File: src/rtl/mem_pkg.sv
// Shared types and defaults for the memory-interface stage between the
// control unit and external memory.
package mem_pkg;

    localparam int unsigned AW_DEFAULT      = 8;
    localparam int unsigned DW_DEFAULT      = 8;
    localparam int unsigned TIMEOUT_DEFAULT = 15;

    // Encoding of the control unit's rnw strobe
    localparam logic READ  = 1'b1;
    localparam logic WRITE = 1'b0;

    typedef enum logic [1:0] {
        IDLE = 2'd0,
        WAIT = 2'd1,
        DONE = 2'd2
    } state_t;

    // Bits needed to count from 0 up to and including max_count
    function automatic int unsigned timer_width(input int unsigned max_count);
        return $clog2(max_count + 1);
    endfunction

endpackage

File: src/rtl/mem_timer.sv
// Saturating wait-state counter; expired stays high once MAX is reached
// until the next clear.
module mem_timer
    import mem_pkg::*;
#(
    parameter int unsigned MAX = TIMEOUT_DEFAULT
) (
    input  logic clk,
    input  logic reset_n,
    input  logic clr,
    input  logic en,
    output logic expired
);

    localparam int unsigned CW = timer_width(MAX);

    logic [CW-1:0] count;

    always_ff @(posedge clk) begin
        if (!reset_n) begin
            count <= '0;
        end else if (clr) begin
            count <= '0;
        end else if (en && (count != CW'(MAX))) begin
            count <= count + CW'(1);
        end
    end

    assign expired = (count == CW'(MAX));

endmodule

File: src/rtl/mem_ctrl.sv
// Memory-interface stage: holds MAR/MBR, converts a WMFC request into a
// req/ack memory handshake, and always returns a one-cycle MFC (timeout-bounded).
module mem_ctrl
    import mem_pkg::*;
#(
    parameter int unsigned AW      = AW_DEFAULT,
    parameter int unsigned DW      = DW_DEFAULT,
    parameter int unsigned TIMEOUT = TIMEOUT_DEFAULT
) (
    input  logic          CLK,
    input  logic          reset_n,
    input  logic [DW-1:0] bus_in,
    output logic [DW-1:0] bus_out,
    output logic          bus_drive,
    input  logic          MAR_in,
    input  logic          MBR_in,
    input  logic          MBR_out,
    input  logic          req,
    input  logic          rnw,
    output logic          MFC,
    output logic          err,
    output logic          mem_req,
    output logic          mem_we,
    output logic [AW-1:0] mem_addr,
    output logic [DW-1:0] mem_wdata,
    input  logic [DW-1:0] mem_rdata,
    input  logic          mem_ack
);

    state_t        state, state_nxt;
    logic          dir, dir_nxt;
    logic [AW-1:0] mar, mar_nxt;
    logic [DW-1:0] mbr, mbr_nxt;
    logic          mfc_q, mfc_nxt;
    logic          err_q, err_nxt;
    logic          mem_req_q, mem_req_nxt;
    logic          mem_we_q, mem_we_nxt;
    logic          tmr_clr, tmr_en, tmr_expired;

    mem_timer #(
        .MAX (TIMEOUT)
    ) u_timer (
        .clk     (CLK),
        .reset_n (reset_n),
        .clr     (tmr_clr),
        .en      (tmr_en),
        .expired (tmr_expired)
    );

    // State and datapath registers; reset abandons any in-flight access
    always_ff @(posedge CLK) begin
        if (!reset_n) begin
            state     <= IDLE;
            dir       <= WRITE;
            mar       <= '0;
            mbr       <= '0;
            mfc_q     <= 1'b0;
            err_q     <= 1'b0;
            mem_req_q <= 1'b0;
            mem_we_q  <= 1'b0;
        end else begin
            state     <= state_nxt;
            dir       <= dir_nxt;
            mar       <= mar_nxt;
            mbr       <= mbr_nxt;
            mfc_q     <= mfc_nxt;
            err_q     <= err_nxt;
            mem_req_q <= mem_req_nxt;
            mem_we_q  <= mem_we_nxt;
        end
    end

    // Next-state, register updates and next output values
    always_comb begin
        state_nxt   = state;
        dir_nxt     = dir;
        mar_nxt     = mar;
        mbr_nxt     = mbr;
        err_nxt     = err_q;
        tmr_clr     = 1'b0;
        tmr_en      = 1'b0;

        case (state)
            IDLE: begin
                // MAR/MBR are only writable here so they stay frozen mid-access
                if (MAR_in) begin
                    mar_nxt = bus_in[AW-1:0];
                end
                if (MBR_in) begin
                    mbr_nxt = bus_in;
                end
                if (req) begin
                    dir_nxt   = rnw;
                    err_nxt   = 1'b0;
                    tmr_clr   = 1'b1;
                    state_nxt = WAIT;
                end
            end
            WAIT: begin
                tmr_en = 1'b1;
                // An ack on the expiry cycle still counts as success
                if (mem_ack) begin
                    if (dir == READ) begin
                        mbr_nxt = mem_rdata;
                    end
                    state_nxt = DONE;
                end else if (tmr_expired) begin
                    err_nxt   = 1'b1;
                    state_nxt = DONE;
                end
            end
            DONE: begin
                state_nxt = IDLE;
            end
            default: begin
                state_nxt = IDLE;
            end
        endcase

        mfc_nxt     = (state_nxt == DONE);
        mem_req_nxt = (state_nxt == WAIT);
        mem_we_nxt  = (state_nxt == WAIT) && (dir_nxt == WRITE);
    end

    assign MFC       = mfc_q;
    assign err       = err_q;
    assign mem_req   = mem_req_q;
    assign mem_we    = mem_we_q;
    assign mem_addr  = mar;
    assign mem_wdata = mbr;
    assign bus_out   = mbr;
    assign bus_drive = MBR_out;

endmodule
File: config.mk
export PLATFORM = sky130hd
export DESIGN_NAME = mem_ctrl
export DESIGN_NICKNAME = d
export VERILOG_FILES = /design/src/rtl/mem_pkg.sv /design/src/rtl/mem_timer.sv /design/src/rtl/mem_ctrl.sv
export SDC_FILE = /design/constraint.sdc
export NUM_CORES = 1
export LEC_CHECK = 0
export ABC_AREA = 1
export CAP_MARGIN = 25
export CELL_PAD_IN_SITES_DETAIL_PLACEMENT = 1
export CELL_PAD_IN_SITES_GLOBAL_PLACEMENT = 2
export CORE_UTILIZATION = 22
export CTS_BUF_LIST = sky130_fd_sc_hd__clkbuf_4
export CTS_CLUSTER_DIAMETER = 80
export DETAILED_ROUTE_END_ITERATION = 10
export PLACE_DENSITY_LB_ADDON = 0.1
export RECOVER_POWER = 25
export SLEW_MARGIN = 20
export SYNTH_ARGS = -nofsm -noshare
export SYNTH_HDL_FRONTEND = slang
export SYNTH_SLANG_ARGS = --single-unit
File: constraint.sdc
create_clock -name CLK -period 1.5 [get_ports CLK]
set_clock_uncertainty 0.15 [all_clocks]
set_input_delay 0.3 -clock CLK [delete_from_list [all_inputs] [get_ports CLK]]
set_output_delay 0.3 -clock CLK [all_outputs]
set_load 0.05 [all_outputs]
; Word level (Yosys, flattened, before mapping)
; Index checks and enable logic that the tools add are counted.
[word_totals]
regBits = 27
in_bits = 24
output_inout_bits = 29
elab_cells = 48
[classes]
add_sub_neg = 1
eq_ne = 11
n_mux = 17
bitwise_logic = 2
reduce_logical = 8
[ops]
columns = operator, n
row1 = $mux 8, 3
row2 = $pmux 8 s2, 1
row3 = $ne 2x2->1 const B, 6
row4 = $mux 1, 8
row5 = $reduce_and 4->1, 2
row6 = $mux 2, 3
row7 = $add 4x1->4 const B, 1
row8 = $eq 2x1->1 const B, 2
row9 = $eq 4x4->1 const B, 1
row10 = $ne 4x4->1 const B, 1
row11 = $pmux 2 s2, 1
row12 = $eq 2x2->1 const B, 1
row13 = $logic_and 1x1->1, 2
row14 = $logic_not 2->1, 1
row15 = $not 1->1, 2
row16 = $pmux 1 s2, 1
row17 = $reduce_and 2->1, 1
row18 = $reduce_bool 2->1, 1
row19 = $reduce_or 2->1, 1

; Logic depth before layout (Yosys ltp)
[depth]
word_depth = 6
ltp_mapped = 8

; Modules after synthesis
; Synthesis repeated with hierarchy kept, for this count alone.
[unflattened]
hier_cells = 184
area_unflattened_um2 = 1257.5
[modules_own_cells]
columns = mod, n_inst, cells_each, area_each_um2, seq_area_each_um2
row1 = mem_ctrl, 1, 154, 1053.5, 460.4
row2 = mem_timer, 1, 30, 203.9, 80.1

; Worst setup path before layout
; OpenSTA, ideal clock, no wires.
[synth_path]
kind = reg2out
startpoint = register mbr[0] (netlist: bus_out[0])
endpoint = output mem_wdata[0]
t_arrival_ns = 0.913
required_time_ns = 1.050
setup_slack_ns = 0.137
path_stages_with_launch = 2
path_buffers = 1
cell_sequence = dfxtp_1 buf_4
[synth_lines]
columns = item, line_no
row1 = from (decl), mem_ctrl.sv:33  ; logic [DW-1:0] mbr, mbr_nxt;
row2 = from (signal assigned), mem_ctrl.sv:65  ; mbr <= mbr_nxt;
row3 = to (decl), mem_ctrl.sv:25  ; output logic [DW-1:0] mem_wdata,
; No word-level cell between the ends.

; Final worst setup path
[layout_path]
startpoint = register mbr[2] (netlist: bus_out[2])
endpoint = output bus_out[2]
[layout_lines]
columns = item, line_no
row1 = to (decl), mem_ctrl.sv:13  ; output logic [DW-1:0] bus_out,
; No word-level cell between the ends.

==> metrics.txt <==
Clock Sinks 27; worst vdd ir around 270 µV; CORE AREA ~0.0052 mm²; kind of critical path flop to output port; Synth area leaders dfxtp_1, nand2_1, nor2_1; Worst setup SP type flop; drt drc 0; Core Util, Final about 38%; CTS Root Cell clkbuf_4; data required time at the worst endpoint 1.05 ns; Levels on crit path 1; vias in the first global route roughly 1.4k; Critical Path End Type output port; CTS clk-pin slew, worst paths ~0.16 ns; commonest non-fill, non-tap cells in the layout nand2_1, nor2_1, dfxtp_1; Post-Syn Nets 208; WL/cell about 12 µm; setup TNS 0 ns; Worst-Margin Slew 0.3235 ns; CP Cell Sequence buf_12; PwrDens slightly below 1000 mW/mm²; Area growth syn-to-layout 63.62%; GRT Resource Usage Total around an eighth; crit path max fanout 3; antenna viol nets, final 0; cell area after synthesis between 0.001 and 0.0015 mm²; Initial Util 23.51%; CP top delay family flip-flops; DP Cell Count 295; power after layout 1971 µW; f_max slightly below 700 MHz; hold crit path type flop to flop; antenna violations before repair 0; Bufs and invs on worst path 1; Synth top area share 43.90%; IO buf count 50; detailed placer's ending HPWL ~3000 µm; Gate Count Post-Synth roughly 180; Layout Cells excl Fill between 200 and 300; global-route wire length before repair 6292 µm; final wirelength 3699 µm; CTS Buffer Depth 2; GP Congestion between 0.7 and 0.8; Worst path max stage delay around 0.49 ns; grt ovf 0; cells on worst reg2reg path 7; row cnt 26; P_leak ~0.00091 µW; pre-CTS setup slack -0.1058 ns; most common cell after layout, fill and taps aside nand2_1; number of CTS-inserted buffers 3; worst-skew pair later-pin latency 0.32 ns; CTS tree yes; max_cap viols 0; die height between 70 and 80 µm; Die Width about 77 µm; Hold Violations, Final 0; register area share after synthesis 43.90%; final setup violation count 0; max-slew violations 0; DR vias/cell approximately 4.2; Avg Synthesized Cell Area 6.728 µm²; CP arrival 0.99 ns; Worst path slowest cell dfxtp_1; hold path depth 2; final cycle utilization of the critical path 95.93%; Antenna diodes 0; I/O pins 53; yosys warns 0; drt pass-1 iters 2; Max transition margin about four fifths; DR iter-0 viols 19; share of layout cells above drive strength 1 a little over a fifth; status finished, final reports clean; pin count of the biggest net entering global routing 17; via count roughly 1.3k; final net count 255; min Tclk post-route roughly 1.4 ns; die footprint 0.005900 mm²; Synth Register Bits 27; Max H-tree Level 1; synth unique cells 19; Fillers between 600 and 700; final worst slack a little over 0.06 ns; leading area contributor after synthesis dfxtp_1
## power breakdown
part | switching [µW] | internal [µW] | total (µW)
Clock | 223 | 122 | 346
Combinational | 431 | 350 | 781
Sequential | 70.5 | 774 | 845
## per-stage QoR
stage / hold slack (ns) / instance area, µm²
6_report: 0.3541 / 2014
5_1_grt: 0.3885 / 2014
4_1_cts: 0.3644 / 2077
3_5_place_dp: 0.3446 / 2042
3_3_place_gp: 0.3207 / 2042
2_1_floorplan: 0.3121 / 1231
## cell families after synthesis
family | synth area share, %
AND/OR/NAND/NOR | 34.86
buffers and inverters | 12.91
adder cells (fa/ha/maj) | 1.016
flip-flops | 43.90
AO/OA/AOI/OAI | 7.316
## cells in the mapped netlist
library cell and number:
a211oi_1 2, o21ai_1 1, or2_0 1, a21oi_1 5, nor2_4 1, dfxtp_1 27, buf_4 10, nand2_1 59
clkbuf_2 1, o21ai_0 9, inv_1 16, nor2_1 39, nand2_2 2, clkbuf_1 1, nand3_1 5, buf_6 1
inv_2 1, nor2_2 1, ha_1 1
## final timing paths
path	slack [ns]	endpoint	from
max	0.06	bus_out[2]	bus_out[2]
min	0.35	mem_addr[7]	mem_addr[7]
max reg2reg	0.13	bus_out[7]	state[0]
min reg2reg	0.35	mem_addr[7]	mem_addr[7]
## metal layers
layer  global-route usage, %  vias up  wire [µm]
met4                   3.462        0         23
met5                       0        -          0
met2                   26.70       30       2038
met1                   13.63      577       1453
li1                        -      641          -
met3                   2.262        2        183
## state kept, by name, indices dropped and copies added (netlist names)
register / cells
u_timer.count: 4
err: 1
state: 2
dir: 1
mem_addr: 8
bus_out: 8
mem_req: 1
mem_we: 1
MFC: 1
## repair_timing
item,4_1_cts,5_1_grt
resized for setup,1,6
hold buffers,0,0
setup buffers,0,0
setup endpoints to repair,2,22
## final cells by class
cell class / count / area [µm²] / area share (%)
Multi-Input combinational cell: 126 / 546.8 / 27.14
Inverter: 17 / 63.81 / 3.168
Tap cell: 70 / 87.58 / 4.348
Clock buffer: 4 / 30.03 / 1.491
Timing Repair Buffer: 55 / 743.2 / 36.89
Sequential cell: 27 / 543.0 / 26.96
No activity file was read; power rests on OpenSTA's default activity.
